### config.mk
export PLATFORM = sky130hd
export DESIGN_NAME = mips_muldiv_unit
export DESIGN_NICKNAME = d
export VERILOG_FILES = /design/src/rtl/mips_muldiv_unit.sv
export SDC_FILE = /design/constraint.sdc
export NUM_CORES = 1
export LEC_CHECK = 0
export BUFFER_PORTS_ARGS = -buffer_cell sky130_fd_sc_hd__buf_2
export CAP_MARGIN = 20
export CORE_UTILIZATION = 27
export CTS_CLUSTER_SIZE = 28
export DETAILED_ROUTE_END_ITERATION = 8
export SLEW_MARGIN = 40
export SYNTH_ARGS = -nofsm -noshare
export SYNTH_HDL_FRONTEND = slang
export SYNTH_SLANG_ARGS = --single-unit
### constraint.sdc
create_clock -name clk -period 9 [get_ports clk]
set_clock_uncertainty 0.2 [all_clocks]
set_input_delay 0.45 -clock clk [delete_from_list [all_inputs] [get_ports clk]]
set_output_delay 0.45 -clock clk [all_outputs]
set_load 0.005 [all_outputs]
### src/rtl/mips_muldiv_unit.sv
`default_nettype none
// -----------------------------------------------------------------------------
// mips_muldiv_unit : iterative MULT/MULTU/DIV/DIVU engine with HI/LO registers
// Rev 1.0
// -----------------------------------------------------------------------------
module mips_muldiv_unit #(
  parameter int WIDTH = 32
) (
  input  logic             clk,
  input  logic             reset,
  input  logic             start,
  input  logic [1:0]       op,
  input  logic [WIDTH-1:0] rs_val,
  input  logic [WIDTH-1:0] rt_val,
  input  logic             mthi,
  input  logic             mtlo,
  input  logic [WIDTH-1:0] wdata,
  output logic             busy,
  output logic             done,
  output logic [WIDTH-1:0] hi,
  output logic [WIDTH-1:0] lo
);

  localparam int CW = $clog2(WIDTH + 1);

  typedef enum logic [1:0] {
    S_IDLE = 2'd0,
    S_RUN  = 2'd1,
    S_FIX  = 2'd2
  } state_t;

  state_t             state_q, state_d;
  logic [CW-1:0]      cnt_q, cnt_d;
  logic [2*WIDTH-1:0] acc_q, acc_d;
  logic [WIDTH-1:0]   opnd_q, opnd_d;
  logic               is_div_q, is_div_d;
  logic               neg_q, neg_d;
  logic               rem_neg_q, rem_neg_d;
  logic               div0_q, div0_d;
  logic [WIDTH-1:0]   hi_q, hi_d;
  logic [WIDTH-1:0]   lo_q, lo_d;
  logic               busy_q, busy_d;
  logic               done_q, done_d;

  logic               is_signed, rs_neg, rt_neg;
  logic [WIDTH-1:0]   rs_mag, rt_mag;
  logic [WIDTH:0]     mul_sum, div_shift, div_diff;
  logic [2*WIDTH-1:0] prod_fix;
  logic [WIDTH-1:0]   quo_fix, rem_fix;

  // acc_q holds {partial/remainder, multiplier/quotient}; multiply shifts it
  // right, divide shifts it left.
  always_comb begin
    is_signed = ~op[0];
    rs_neg    = is_signed & rs_val[WIDTH-1];
    rt_neg    = is_signed & rt_val[WIDTH-1];
    rs_mag    = rs_neg ? -rs_val : rs_val;
    rt_mag    = rt_neg ? -rt_val : rt_val;
    mul_sum   = {1'b0, acc_q[2*WIDTH-1:WIDTH]} + {1'b0, (acc_q[0] ? opnd_q : '0)};
    div_shift = {acc_q[2*WIDTH-1:WIDTH], acc_q[WIDTH-1]};
    div_diff  = div_shift - {1'b0, opnd_q};
    prod_fix  = neg_q ? -acc_q : acc_q;
    quo_fix   = neg_q ? -acc_q[WIDTH-1:0] : acc_q[WIDTH-1:0];
    rem_fix   = rem_neg_q ? -acc_q[2*WIDTH-1:WIDTH] : acc_q[2*WIDTH-1:WIDTH];
  end

  always_comb begin
    state_d   = state_q;
    cnt_d     = cnt_q;
    acc_d     = acc_q;
    opnd_d    = opnd_q;
    is_div_d  = is_div_q;
    neg_d     = neg_q;
    rem_neg_d = rem_neg_q;
    div0_d    = div0_q;
    hi_d      = hi_q;
    lo_d      = lo_q;
    busy_d    = busy_q;
    done_d    = 1'b0;

    unique case (state_q)
      S_IDLE: begin
        if (start) begin
          state_d   = S_RUN;
          cnt_d     = '0;
          busy_d    = 1'b1;
          is_div_d  = op[1];
          neg_d     = rs_neg ^ rt_neg;
          rem_neg_d = rs_neg;
          div0_d    = op[1] & (rt_val == '0);
          acc_d     = {{WIDTH{1'b0}}, (op[1] ? rs_mag : rt_mag)};
          opnd_d    = op[1] ? rt_mag : rs_mag;
        end else begin
          if (mthi) hi_d = wdata;
          if (mtlo) lo_d = wdata;
        end
      end

      S_RUN: begin
        if (is_div_q) begin
          acc_d = {(div_diff[WIDTH] ? div_shift[WIDTH-1:0] : div_diff[WIDTH-1:0]),
                   acc_q[WIDTH-2:0], ~div_diff[WIDTH]};
        end else begin
          acc_d = {mul_sum, acc_q[WIDTH-1:1]};
        end
        cnt_d = cnt_q + 1'b1;
        if (cnt_q == CW'(WIDTH - 1)) state_d = S_FIX;
      end

      S_FIX: begin
        state_d = S_IDLE;
        busy_d  = 1'b0;
        done_d  = 1'b1;
        if (is_div_q) begin
          // With a zero divisor the remainder is |rs|, so restoring the dividend sign returns rs_val.
          lo_d = div0_q ? '1 : quo_fix;
          hi_d = rem_fix;
        end else begin
          hi_d = prod_fix[2*WIDTH-1:WIDTH];
          lo_d = prod_fix[WIDTH-1:0];
        end
      end

      default: begin
        state_d = S_IDLE;
        busy_d  = 1'b0;
      end
    endcase
  end

  always_ff @(posedge clk) begin
    if (reset) begin
      state_q   <= S_IDLE;
      cnt_q     <= '0;
      acc_q     <= '0;
      opnd_q    <= '0;
      is_div_q  <= 1'b0;
      neg_q     <= 1'b0;
      rem_neg_q <= 1'b0;
      div0_q    <= 1'b0;
      hi_q      <= '0;
      lo_q      <= '0;
      busy_q    <= 1'b0;
      done_q    <= 1'b0;
    end else begin
      state_q   <= state_d;
      cnt_q     <= cnt_d;
      acc_q     <= acc_d;
      opnd_q    <= opnd_d;
      is_div_q  <= is_div_d;
      neg_q     <= neg_d;
      rem_neg_q <= rem_neg_d;
      div0_q    <= div0_d;
      hi_q      <= hi_d;
      lo_q      <= lo_d;
      busy_q    <= busy_d;
      done_q    <= done_d;
    end
  end

  assign busy = busy_q;
  assign done = done_q;
  assign hi   = hi_q;
  assign lo   = lo_q;

endmodule
`default_nettype wire

==> qor.log <==
qor: sta.slew-limit-headroom 0.4243
qor: sta.hold_violations 0
qor: pwr.report.power.total 2.512 mW
qor: cts.cts_made_buffers 17
qor: yosys.synth_top_area_share 0.2331
qor: grt.gr-total-overflow 0
qor: yosys.seq_area_frac_synth 0.2331
qor: grt.groute.usage.overall 0.2025
qor: floorplanning.die_w 237.2 um
qor: pwr.clock_power_share 0.331
qor: cells_and_area.seq_area 3487 um^2
qor: cts.cts_hold_buf 0
qor: place.dp.cells 2,752
qor: setup_path.critical_path_peak_fanout 32
qor: yosys.synthesis.area_per_instance 7.404 um^2
qor: yosys.post_synth_and_or_nand_nor_area_fraction 0.1975
qor: cells_and_area.num-nets-final 2,250
qor: setup_path.crit_type flop to flop
qor: pwr.power_per_cell_area 148.1 nW/um^2
qor: pwr.power.internal 1.582 mW
qor: floorplanning.die_area 56,290 um^2
qor: grt.first_pass_grt_wire_length 87,550 um
qor: route.detail_route.vias_per_cell 5.634
qor: sta.fmaxAchievable 0.2297 GHz
qor: yosys.synth.most_common_cell sky130_fd_sc_hd__nor2_1
qor: cells_and_area.instances_no_fill 2,787
qor: run.number_of_max_cap_violations 0
qor: yosys.synthMuxAreaShare 0.06481
qor: yosys.synth_area 14,940 um^2
qor: yosys.synth.area.top_cells sky130_fd_sc_hd__dfxtp_1 23%, sky130_fd_sc_hd__a21oi_1 6.4%, sky130_fd_sc_hd__mux2i_1 6.0%
qor: pwr.ir_drop 118.3 uV
qor: route.route.vias.total 15,700
qor: floorplanning.placementRows 85
qor: outcome.result_of_the_run completed
qor: route.drt_drc_violations_left 0
qor: cts.ctsResizeCount 0
qor: setup_path.end_kind flop
qor: cts.clock_insertion_delay_worst_skew 0.46 ns
qor: sta.finalCritPeriodShare 0.4837
qor: route.dr.pass1.iters 6
qor: setup_path.rr_endpoint acc_q[58]
qor: pwr.power.share.switching 0.3702
qor: yosys.yosys_most_used_dff sky130_fd_sc_hd__dfxtp_1
qor: yosys.post_synth_num_cell_types 77
qor: cells_and_area.layout_cells_sized_above_1 0.1264
qor: grt.grt_start_max_net_pins 94
qor: cts.tritoncts_clock_tree done
qor: grt.grt_antenna_before_repair 1
qor: yosys.asr_flop_ratio_synth 0
qor: floorplanning.initial_core_util 0.2755
qor: yosys.yosysWarningCount 0
qor: place.port_buffers 168
qor: pwr.power_frac_comb 0.314
qor: pwr.switchingPower 930.0 uW
qor: cells_and_area.layout-area-overhead-vs-synth 13.54%
qor: route.first_iter_violations 1,466
qor: floorplanning.core 54,240 um^2
qor: yosys.synth_enable_flop_cells 0
qor: yosys.synth_common_cells 206 x sky130_fd_sc_hd__nor2_1, 204 x sky130_fd_sc_hd__nand2_1, 190 x sky130_fd_sc_hd__a21oi_1
qor: yosys.mapped_cells 2,018
qor: sta.worst-slew-pin-transition 0.8582 ns
qor: setup_path.crit_path_start_kind flop
qor: yosys.synth-seq-cells 174
qor: cts.cts.path.max_buffers 2
qor: sta.setup_failing_eps_final 0
qor: yosys.synth_compound_gate_area_share 0.2854
qor: floorplanning.vertical_die_dimension 237.2 um
qor: setup_path.r2r_slack 4.65 ns
qor: cts.clock-root-buffer sky130_fd_sc_hd__clkbuf_16
qor: yosys.yosys.area_share.adder 0.06046
qor: setup_path.timing.critical_path.arrival 4.50 ns
qor: yosys.postSynthNetCount 2,192
qor: setup_path.setup.worst_path.start acc_q[31]
qor: cells_and_area.multi_input_comb_area 10,720 um^2
qor: sta.timing.final.crit_period 4.353 ns
qor: yosys.synthXorXnorAreaFrac 0.1038
qor: sta.fin_tns_setup 0 ns
qor: sta.grt_setup_unrepaired false
qor: setup_path.regToRegStartpoint acc_q[31]
qor: cells_and_area.final.fill_count 5,862
qor: setup_path.worst_setup_path_endpoint acc_q[58]
qor: route.drt.antenna.violating_nets 0
qor: setup_path.worst_r2r_path_depth 13
qor: route.avgRoutedWirePerCell 21.14 um
qor: setup_path.worstPathRequired 9.15 ns
qor: worst_hold_path.holdCritPathClass input pin to flop
qor: yosys.synth_area_leader_cell sky130_fd_sc_hd__dfxtp_1
qor: yosys.synth_top_family_by_area compound AO/OA/AOI/OAI gates
qor: grt.first_global_vias 14,210
qor: sta.slew_violations 0
qor: cts.clkSinkCount 174
qor: route.finalWirelength 58,910 um
qor: pwr.p_leak 6.864 nW
qor: pwr.power.share.sequential 0.356
qor: cts.clk_pin_slew_worst_paths 0.07 ns
qor: place.globalplace.congestion 0.8868
qor: cts.cts_h_tree_lvls 4
qor: floorplanning.design.portCount 169
qor: place.place.detailed.hpwl 46,170 um
qor: cts.post-cts-setup-buffers 0
## cells by family after synthesis
logic type      count (synthesis)
compound gates                651
simple gates                  638
buf+inv                       211
xor+xnor                      177
flops                         174
mux                            96
fa+ha+maj                      71
## critical path, stage by stage, from the launching register on
cell                       delay (ns)
sky130_fd_sc_hd__dfxtp_1         0.48
sky130_fd_sc_hd__inv_1           0.10
sky130_fd_sc_hd__ha_1            0.23
sky130_fd_sc_hd__fa_1            0.40
sky130_fd_sc_hd__nand2b_1        0.18
sky130_fd_sc_hd__a21oi_1         0.28
sky130_fd_sc_hd__o21ai_0         0.25
sky130_fd_sc_hd__a211o_1         0.33
sky130_fd_sc_hd__a211oi_1        0.28
sky130_fd_sc_hd__or2_2           0.31
sky130_fd_sc_hd__xor2_4          0.16
sky130_fd_sc_hd__buf_4           0.46
sky130_fd_sc_hd__mux2_2          0.40
sky130_fd_sc_hd__o21a_1          0.17
## power groups by stage
stage	registers [mW]	clock network (mW)	logic [mW]
after floorplan	0.864	0	0.552
after global placement	0.905	0	0.768
after detailed placement	0.907	0	0.772
after CTS	0.889	0.841	0.775
after global routing	0.898	0.872	0.853
final	0.893	0.831	0.788
## placed cells by master, fill, tap and decap left out, drive strengths merged, types with 69 or more instances in the layout
master,Yosys,routed
a211oi,95,95
a21oi,190,190
buf,27,187
dfxtp,174,174
ha,69,69
mux2i,90,90
nand2,204,204
nor2,206,206
o21ai,112,112
xnor2,92,92
xor2,85,85
## cell type report
class | count | share of cell area
Antenna cell | 2 | 0.0002950
Timing Repair Buffer | 188 | 0.05981
Sequential cell | 174 | 0.2055
Multi-Input combinational cell | 1633 | 0.6316
Clock buffer | 20 | 0.02758
Inverter | 62 | 0.01372
Tap cell | 696 | 0.05133
Clock inverter | 12 | 0.01010
## sequential cells by signal, summed over array words and instances, names as in the netlist
name       flops
rem_neg_q      1
busy           1
is_div_q       1
acc_q         64
lo            32
cnt_q          6
state_q        2
div0_q         1
hi            32
done           1
neg_q          1
opnd_q        32
## metrics by stage
step,instance area (um^2),hold WS [ns],worst slack [ns],util
CTS,16920,0.1338,4.724,0.3119
finish,16970,0.1588,4.647,0.3128
detailed placement,16280,0.2447,4.766,0.3002
global placement,16270,0.2385,4.841,0.2999
floorplan,14940,0.2319,5.375,-
global route,16960,0.1812,4.450,0.3127
## worst min path at each step
stage / from / endpoint / cells after the start
final: wdata[29] / hi[29] / 3
after global routing: wdata[29] / hi[29] / 3
after CTS: wdata[29] / hi[29] / 3
after detailed placement: lo[14] / lo[14] / 2
after global placement: lo[5] / lo[5] / 2
after floorplan: opnd_q[11] / opnd_q[11] / 2
## routing by layer
metal	up-vias	routed length [um]	global-route usage	part of all wire
met5	-	13	0	0.00022
met4	2	1554	0.06373	0.026
met3	86	4420	0.03612	0.075
met2	643	25870	0.3128	0.44
met1	7484	27050	0.2834	0.46
li1	7486	-	-	-
(Power assumes the default switching activity.)
